<file path="src/rtl/child_seq_pkg.sv">
// Shared types and defaults for the child instance sequencer.
//   seq_state_t : sequencer FSM states
//   DEF_*       : default parameter values
//   idx_w()     : index width for a given child count (at least 1 bit)
package child_seq_pkg;

  typedef enum logic [1:0] {IDLE, LAUNCH, WAIT, REPORT} seq_state_t;

  localparam int unsigned DEF_NUM_CHILD = 5;
  localparam int unsigned DEF_TIMEOUT   = 200;
  localparam int unsigned DEF_TO_W      = 8;

  function automatic int unsigned idx_w(input int unsigned n);
    return (n > 1) ? $clog2(n) : 1;
  endfunction

endpackage

</file>
<file path="src/rtl/child_watchdog.sv">
// Per-child watchdog counter.
//   clk, rst : clock, asynchronous active-high reset
//   clr      : zero the counter (wins over en)
//   en       : count one cycle, saturating at TIMEOUT
//   expired  : counter has reached TIMEOUT-1
module child_watchdog
  import child_seq_pkg::*;
#(
  parameter int unsigned TO_W    = DEF_TO_W,
  parameter int unsigned TIMEOUT = DEF_TIMEOUT
) (
  input  logic clk,
  input  logic rst,
  input  logic clr,
  input  logic en,
  output logic expired
);

  localparam logic [TO_W-1:0] SAT  = TO_W'(TIMEOUT);
  localparam logic [TO_W-1:0] LAST = TO_W'(TIMEOUT - 1);

  logic [TO_W-1:0] cnt_q, cnt_d;

  always_comb begin
    cnt_d = cnt_q;
    if (clr) begin
      cnt_d = '0;
    end else if (en && (cnt_q < SAT)) begin
      cnt_d = cnt_q + TO_W'(1);
    end
  end

  always_ff @(posedge clk or posedge rst) begin
    if (rst) begin
      cnt_q <= '0;
    end else begin
      cnt_q <= cnt_d;
    end
  end

  // >= rather than == keeps the flag valid once the counter saturates
  assign expired = (cnt_q >= LAST);

endmodule

</file>
<file path="src/rtl/child_inst_sequencer.sv">
// Brings up NUM_CHILD child instances strictly in index order, one at a time,
// with a per-child watchdog; returns a single status beat upstream.
//   clk, rst           : clock, asynchronous active-high reset
//   start_valid/ready  : request to run the whole sequence (ready only when idle)
//   child_start        : one-cycle one-hot start pulse to the active child
//   child_done         : completion indication from each child
//   rsp_valid/ready    : status beat handshake
//   rsp_ok             : 1 = every child completed, 0 = aborted on timeout
//   rsp_idx            : failing child, or NUM_CHILD-1 on success
//   rsp_spurious       : a non-active child signalled done during the run
module child_inst_sequencer
  import child_seq_pkg::*;
#(
  parameter int unsigned NUM_CHILD = DEF_NUM_CHILD,
  parameter int unsigned TIMEOUT   = DEF_TIMEOUT,
  parameter int unsigned TO_W      = DEF_TO_W
) (
  input  logic                          clk,
  input  logic                          rst,
  input  logic                          start_valid,
  output logic                          start_ready,
  output logic [NUM_CHILD-1:0]          child_start,
  input  logic [NUM_CHILD-1:0]          child_done,
  output logic                          rsp_valid,
  input  logic                          rsp_ready,
  output logic                          rsp_ok,
  output logic [idx_w(NUM_CHILD)-1:0]   rsp_idx,
  output logic                          rsp_spurious
);

  localparam int unsigned      IDX_W    = idx_w(NUM_CHILD);
  localparam logic [IDX_W-1:0] LAST_IDX = IDX_W'(NUM_CHILD - 1);

  seq_state_t           state_q, state_d;
  logic [IDX_W-1:0]     idx_q, idx_d;
  logic [IDX_W-1:0]     rsp_idx_q, rsp_idx_d;
  logic                 rsp_ok_q, rsp_ok_d;
  logic                 spur_q, spur_d;

  logic [NUM_CHILD-1:0] active_mask;
  logic                 done_hit;
  logic                 done_other;
  logic                 wd_clr;
  logic                 wd_en;
  logic                 wd_expired;

  // Mask-based selection avoids indexing past NUM_CHILD when it is not a power of two
  assign active_mask = NUM_CHILD'(1) << idx_q;
  assign done_hit    = |(child_done & active_mask);
  assign done_other  = |(child_done & ~active_mask);

  // Counter is zero during LAUNCH and counts through LAUNCH and WAIT, so the
  // abort decision lands TIMEOUT-1 cycles after the start pulse.
  assign wd_clr = (state_d == LAUNCH);
  assign wd_en  = (state_q == LAUNCH) || (state_q == WAIT);

  child_watchdog #(
    .TO_W    (TO_W),
    .TIMEOUT (TIMEOUT)
  ) u_watchdog (
    .clk     (clk),
    .rst     (rst),
    .clr     (wd_clr),
    .en      (wd_en),
    .expired (wd_expired)
  );

  always_comb begin
    state_d   = state_q;
    idx_d     = idx_q;
    rsp_idx_d = rsp_idx_q;
    rsp_ok_d  = rsp_ok_q;
    spur_d    = spur_q;
    case (state_q)
      IDLE: begin
        if (start_valid) begin
          idx_d   = '0;
          spur_d  = 1'b0;
          state_d = LAUNCH;
        end
      end
      LAUNCH: begin
        if (done_other) begin
          spur_d = 1'b1;
        end
        state_d = WAIT;
      end
      WAIT: begin
        if (done_other) begin
          spur_d = 1'b1;
        end
        // Done takes priority over a coincident timeout
        if (done_hit) begin
          if (idx_q == LAST_IDX) begin
            rsp_ok_d  = 1'b1;
            rsp_idx_d = idx_q;
            state_d   = REPORT;
          end else begin
            idx_d   = idx_q + IDX_W'(1);
            state_d = LAUNCH;
          end
        end else if (wd_expired) begin
          rsp_ok_d  = 1'b0;
          rsp_idx_d = idx_q;
          state_d   = REPORT;
        end
      end
      REPORT: begin
        if (rsp_ready) begin
          state_d = IDLE;
        end
      end
      default: state_d = IDLE;
    endcase
  end

  always_ff @(posedge clk or posedge rst) begin
    if (rst) begin
      state_q   <= IDLE;
      idx_q     <= '0;
      rsp_idx_q <= '0;
      rsp_ok_q  <= 1'b0;
      spur_q    <= 1'b0;
    end else begin
      state_q   <= state_d;
      idx_q     <= idx_d;
      rsp_idx_q <= rsp_idx_d;
      rsp_ok_q  <= rsp_ok_d;
      spur_q    <= spur_d;
    end
  end

  // Decoded from the state register so reset removes them immediately
  assign start_ready  = (state_q == IDLE);
  assign rsp_valid    = (state_q == REPORT);
  assign child_start  = (state_q == LAUNCH) ? active_mask : '0;
  assign rsp_ok       = rsp_ok_q;
  assign rsp_idx      = rsp_idx_q;
  assign rsp_spurious = spur_q;

endmodule
</file>
<file path="config.mk">
export PLATFORM = sky130hd
export DESIGN_NAME = child_inst_sequencer
export DESIGN_NICKNAME = d
export VERILOG_FILES = /design/src/rtl/child_seq_pkg.sv /design/src/rtl/child_watchdog.sv /design/src/rtl/child_inst_sequencer.sv
export SDC_FILE = /design/constraint.sdc
export NUM_CORES = 1
export LEC_CHECK = 0
export ABC_AREA = 1
export BUFFER_PORTS_ARGS = -buffer_cell sky130_fd_sc_hd__buf_2
export CAP_MARGIN = 20
export CORE_MARGIN = 5
export CORE_UTILIZATION = 53
export DETAILED_ROUTE_END_ITERATION = 10
export PLACE_DENSITY = 0.76
export RECOVER_POWER = 50
export SETUP_SLACK_MARGIN = 0.1
export SLEW_MARGIN = 20
export SYNTH_ARGS = -nofsm -noshare
export SYNTH_HDL_FRONTEND = slang
export SYNTH_SLANG_ARGS = --single-unit
</file>
<file path="constraint.sdc">
create_clock -name clk -period 5.25 [get_ports clk]
set_clock_uncertainty 0.05 [all_clocks]
set_input_delay 1.05 -clock clk [delete_from_list [all_inputs] [get_ports clk]]
set_output_delay 1.05 -clock clk [all_outputs]
set_load 0.05 [all_outputs]
</file>
==> metrics.txt, run 1 <==
Period Utilization, post-route=51.4%; CP startpoint kind=flip-flop; count leader, synth=nand2_1; status=finished clean; ys flop type=dfrtp_1; fraction of layout cells with a size suffix above 1=25.1%; number of I/O pins=21; Syn Area/Cell=7.78 µm²; # H-tree levels=1; Setup TNS=0 ns; clock root cell=clkbuf_4; sequential fraction of the synthesis area=35.5%; FP Rows=17; Slew HR=55.2%; postcts setup bufs=0; die width=58.9 µm; vias in the first global route=972; IO buf count=20; fin util=63.3%; largest net degree at the start of global routing=19; Synth Register Bits=18; top cells by count, synth=nand2_1, inv_1, dfrtp_1; Cells after Synth=163; overall routing resource usage=14.8%; Die Area=3470 µm²; Sw Pwr=0.396 mW; number of flops mapped to enable cells by yosys=0; first-pass GRT wire length=3.95 mm; Max Transition Viols Final=0; Max Cap Viol=0; post-DP HPWL=1.87 mm; gr ovfl total=0; Avg WL per Cell=10.7 µm; CP endpoint kind=output port; Yosys top cell by area=dfrtp_1; Reg power frac=27.8%; area of the core=2250 µm²; Final min period=2.70 ns; Max Freq=371 MHz; syn nets=182; Pleak=0.865 nW; Worst-Skew Late Latency=0.29 ns; Cell Area, Synth=1270 µm²; Setup violations, final=0; Synth top area share=35.5%; Setup CP Type=flip-flop to output port; PostCTS Resize Cnt=0; unrepaired setup endpoints after global routing=no; post-synthesis async set-or-reset flop share=100%; die height=58.9 µm; crit-path most repeated cell=inv_1; CTS Buf Count=3; RePlAce Congestion=0.808; Critical Path AT=1.60 ns; DRC=0; Fin. Hold Viols=0; maximum vdd drop=329 µV; class of the worst hold path=flip-flop to flip-flop; clk sinks=18; routed wire length=2.31 mm; Initial Utilization=56.3%; Netlist cell types=22; Int Power=0.357 mW; Post-CTS Hold Buffers=0; leading post-synthesis cells by cell area=dfrtp_1, nand2_1, ha_1; Worst Path Max Fanout=9; Area Growth Syn to Fin=12.5%; initial antenna violation count=0; remaining antenna violation count=0; clock buffer depth=2; Clk pwr share=11.0%; DR vias=1025; clock-pin transition on the worst setup and hold timing paths=0.10 ns; Slew @ Worst Pin=0.671 ns; Slowest cell on crit path=dfrtp_1; switch share=52.5%; number of diodes=0; Pwr Density=527 nW/µm²; worst path required time=4.15 ns; combinational group share of total power=61.3%; CTS tree=yes; Yosys warning total=0; initial drt markers=42; critical path, cell by cell=inv_1 -> ha_1 -> nand2_1 -> inv_1 -> buf_2; slowest stage delay, CP=0.42 ns; vias per cell=4.77; nets=207; TritonRoute pass-1 iters=4
## final timing paths
path,from,to,slack (ns),depth (start not counted)
max,idx_q[2],child_start[3],2.55,5
min,rsp_idx[0],rsp_idx[0],0.46,2
max reg2reg,idx_q[2],u_watchdog.cnt_q[7],3.23,12
min reg2reg,rsp_idx[0],rsp_idx[0],0.46,2
max in group asynchronous,rst,rsp_spurious,3.93,2
min in group asynchronous,rst,rsp_idx[1],0.79,2
## placed cells by master, fill, tap and decap left out
cell type	Yosys	layout
a22oi_1	1	1
buf_2	0	20
clkbuf_4	0	3
clkbuf_8	0	1
dfrtp_1	18	18
ha_1	10	10
inv_1	32	33
nand2_1	40	42
nand2_2	10	8
nand2_4	2	2
nand3_1	9	9
nand3_2	4	4
nand3_4	1	1
nand4_1	3	3
nor2_1	8	9
nor2_2	4	4
nor2_4	2	1
o21ai_0	9	9
o21ai_4	1	1
o21bai_1	1	1
o21bai_2	1	1
o22ai_1	1	1
or2_2	1	1
xor2_1	4	4
## power groups by stage
stage          clock (mW)  combinational, mW  sequential, mW
3_5_place_dp            0              0.473           0.211
5_1_grt            0.0957              0.513           0.215
6_report           0.0826              0.461           0.209
4_1_cts            0.0874              0.476           0.209
3_3_place_gp            0              0.464           0.209
2_1_floorplan           0              0.330           0.262
## final cells by class
| type | instances | area, µm² |
|---|---|---|
| fillers | 206 | 827 |
| multi-input cells | 112 | 682 |
| flip-flops and latches | 18 | 450 |
| inverters | 33 | 124 |
| repair buffers | 20 | 100 |
| clock buffers | 4 | 36.3 |
| well taps | 28 | 35.0 |
## worst max-delay path: cells and delay by family (launching register included)
kind,cells,cell delay (ns)
flops,1,0.42
simple gates,1,0.06
fa+ha+maj,1,0.26
buf+inv,3,0.57
## registers in the layout, summed over array words and instances (netlist names)
signal and count:
u_watchdog.cnt_q 8, idx_q 3, rsp_idx 3, state_q 2
rsp_ok 1, rsp_spurious 1
## per-stage QoR
| step | power (mW) | hold slack [ns] | cells | area (µm²) | setup WS [ns] |
|---|---|---|---|---|---|
| after floorplan | 0.592 | 0.476 | 163 | 1270 | 2.69 |
| after global placement | 0.672 | 0.416 | 211 | 1400 | 2.98 |
| after detailed placement | 0.684 | 0.436 | 211 | 1400 | 2.94 |
| after CTS | 0.772 | 0.461 | 215 | 1440 | 2.60 |
| after global routing | 0.823 | 0.483 | 215 | 1430 | 2.42 |
| final | 0.753 | 0.459 | 215 | 1430 | 2.55 |
## cells by family (layout without fill, tap and decap cells)
logic type	Yosys count	count (layout)	synth area share, %
AND/OR/NAND/NOR	84	84	34.7
buffers and inverters	33	57	9.76
flip-flops	18	18	35.5
AO/OA/AOI/OAI	14	14	7.40
adder cells (fa/ha/maj)	10	10	9.86
XOR/XNOR	4	4	2.76
## metal layers
metal	GRT usage [%]	wire length, µm	vias up
li1	-	-	551
met3	2.63	94	4
met5	0	0	-
met4	5.83	27	0
met2	26.3	1160	19
met1	17.3	1030	451
(Power assumes the default switching activity.)
==> inputs of run 2 (changes only) <==
--- a/config.mk
+++ b/config.mk
@@ -9,9 +9,9 @@
 export BUFFER_PORTS_ARGS = -buffer_cell sky130_fd_sc_hd__buf_2
 export CAP_MARGIN = 20
 export CORE_MARGIN = 5
-export CORE_UTILIZATION = 53
+export CORE_UTILIZATION = 50
 export DETAILED_ROUTE_END_ITERATION = 10
-export PLACE_DENSITY = 0.76
+export PLACE_DENSITY = 0.75
 export RECOVER_POWER = 50
 export SETUP_SLACK_MARGIN = 0.1
 export SLEW_MARGIN = 20
==> constraint.sdc (replaced) <==
create_clock -name clk -period 2.2 [get_ports clk]
set_clock_uncertainty 0.05 [all_clocks]
set_input_delay 0.44 -clock clk [delete_from_list [all_inputs] [get_ports clk]]
set_output_delay 0.44 -clock clk [all_outputs]
set_load 0.05 [all_outputs]
==> run 2 against run 1 <==
Against the previous run: via count is 2.9% higher; register-to-register slack worse by 2.9 ns; first-iteration DRC count is 24% lower; clock power grew to 2.6 times the previous value; critical path depth stayed put; non-clock buffer count stayed put; global-route usage is 0.44 points higher; sequential share of layout area is 0.46 points lower; combinational power is 140% higher; final cell count is 0.93% higher; utilization is 4.3 points lower; largest cell class unchanged; largest power group unchanged; highest routed layer unchanged.
==> metrics.txt, run 2 (synthesized netlist as in run 1, its figures left out) <==
pre-CTS setup slack=0.351 ns (-2.58 ns); crit-path most repeated cell=inv_1; Final WS setup=0.226 ns (-2.33 ns); Pwr Density=1270 nW/µm² (+140%); maximum vdd drop=976 µV (+200%); number of diodes=0 (unchanged); initial antenna violation count=0 (unchanged); worst path required time=1.71 ns (-2.44 ns); Pleak=0.849 nW (-1.8%); critical path, cell by cell=inv_1 -> ha_1 -> inv_1 -> nor2_1 -> clkbuf_4; Setup violations, final=0 (unchanged); CP endpoint kind=output port; overall routing resource usage=15.2% (+0.44 points); fraction of layout cells with a size suffix above 1=25.7% (+0.53 points); CP startpoint kind=flip-flop; commonest cells after routing, fill and taps aside=nand2_1, inv_1, dfrtp_1; Setup TNS=0 ns (unchanged); # H-tree levels=1 (unchanged); Period Utilization, post-route=89.7%; number of I/O pins=21 (unchanged); postcts setup bufs=0 (unchanged); Initial Utilization=51.7% (-4.6 points); clock buffer depth=2 (unchanged); slowest stage delay, CP=0.45 ns (+0.03 ns); Fill cells=235 (+14%); Final min period=1.97 ns; vias in the first global route=1084 (+12%); routed wire length=2.39 mm (+3.6%); Max Freq=506 MHz; Avg WL per Cell=11.0 µm (+2.7%); Setup CP Type=flip-flop to output port; CTS Buf Count=3 (unchanged); Die Area=3640 µm² (+5.0%); largest net degree at the start of global routing=19 (unchanged); Non-Filler Instances=217 (+0.93%); status=finished clean; Buf/Inv on CP=3 (unchanged); Sequential Area=450 µm² (unchanged); area of the core=2450 µm² (+8.9%); post-DP HPWL=1.90 mm (+1.9%); Worst-Skew Late Latency=0.30 ns (about the same); FP Rows=18 (+1); IO buf count=20 (unchanged); DRC=0 (unchanged); vias per cell=4.86 (+2.0%); Area Growth Syn to Fin=14.2%; nets=207 (unchanged); CTS tree=yes; RePlAce Congestion=0.883 (+9.3%); largest register by flop count=u_watchdog.cnt_q; clock-pin transition on the worst setup and hold timing paths=0.11 ns (about the same); remaining antenna violation count=0 (unchanged); Slew HR=55.7% (+0.50 points); TritonRoute pass-1 iters=4 (unchanged); Worst Path Max Fanout=5 (-4); Critical Path AT=1.48 ns (-0.12 ns); Fin. Hold Viols=0 (unchanged); gr ovfl total=0 (unchanged); Top delay family on crit path=flip-flops; class of the worst hold path=primary input to asynchronous set/reset pin; Tot Pwr=1.84 mW (+140%); clock root cell=clkbuf_4; dpl cells=213 (+0.95%); Max Transition Viols Final=0 (unchanged); clk sinks=18 (unchanged); max reg flops=8 (unchanged); Max Cap Viol=0 (unchanged); area of the multi-input gates=697 µm² (+2.2%); Slew @ Worst Pin=0.664 ns (-0.00745 ns); die height=60.4 µm (+2.5%); unrepaired setup endpoints after global routing=no; die width=60.4 µm (+2.5%); commonest non-fill, non-tap cell in the layout=nand2_1; first-pass GRT wire length=4.27 mm (+8.0%); Slowest cell on crit path=dfrtp_1; initial drt markers=32 (-24%); DR vias=1055 (+2.9%)
[run 2: layout make-up]
type / count / share of cell area (%)
Tap cell: 30 / 2.59
Inverter: 33 / 8.55
Sequential cell: 18 / 31.1
Timing Repair Buffer: 20 / 7.17
Multi-Input combinational cell: 112 / 48.1
Clock buffer: 4 / 2.50
[run 2: final timing paths]
| check | start | to | slack, ns | cells after the start |
|---|---|---|---|---|
| max in group asynchronous | rst | u_watchdog.cnt_q[6] | 1.51 | 2 |
| worst max-delay path | state_q[1] | child_start[1] | 0.23 | 5 |
| worst min-delay path | rst | rsp_idx[1] | 0.16 | 2 |
| min in group clk | start_valid | rsp_spurious | 0.40 | 4 |
| worst min register to register | rsp_idx[2] | rsp_idx[2] | 0.46 | 2 |
| worst max register to register | idx_q[0] | u_watchdog.cnt_q[6] | 0.35 | 12 |
[run 2: per-stage QoR]
stage / utilization, % / hold WS [ns] / instance area (µm²)
5_1_grt: 59.0 / 0.236 / 1450
3_3_place_gp: 57.3 / 0.419 / 1410
2_1_floorplan: - / 0.329 / 1270
4_1_cts: 58.8 / 0.191 / 1440
6_report: 59.0 / 0.160 / 1450
3_5_place_dp: 57.3 / 0.425 / 1410
[run 2: power by group]
group          switching [mW]  internal (mW)
combinational           0.787          0.338
clock                   0.111          0.101
sequential             0.0744          0.426
[run 2: what timing repair did]
| action | 4_1_cts | 5_1_grt |
|---|---|---|
| gates resized for setup | 0 | 7 |
| hold buffers | 0 | 0 |
| endpoints found under the setup margin | 0 | 4 |
[run 2: worst reg2reg max path: stages (launching register included)]
cell and delay, ns:
dfrtp_1 0.42, ha_1 0.21, ha_1 0.21, nand2_1 0.11, nand3_2 0.10, nor2_4 0.12, nand3_1 0.09, nand2_2 0.07
nand2_1 0.05, nand2_2 0.08, nand3_4 0.11, nand2_1 0.09, inv_1 0.04
[run 2: routing by layer]
layer | track usage, % | vias up | share of wire, %
li1 | - | 549 | -
met1 | 17.1 | 485 | 43
met2 | 28.9 | 17 | 51
met3 | 1.91 | 4 | 4.4
met4 | 6.01 | 0 | 1.3
met5 | 0 | - | 0
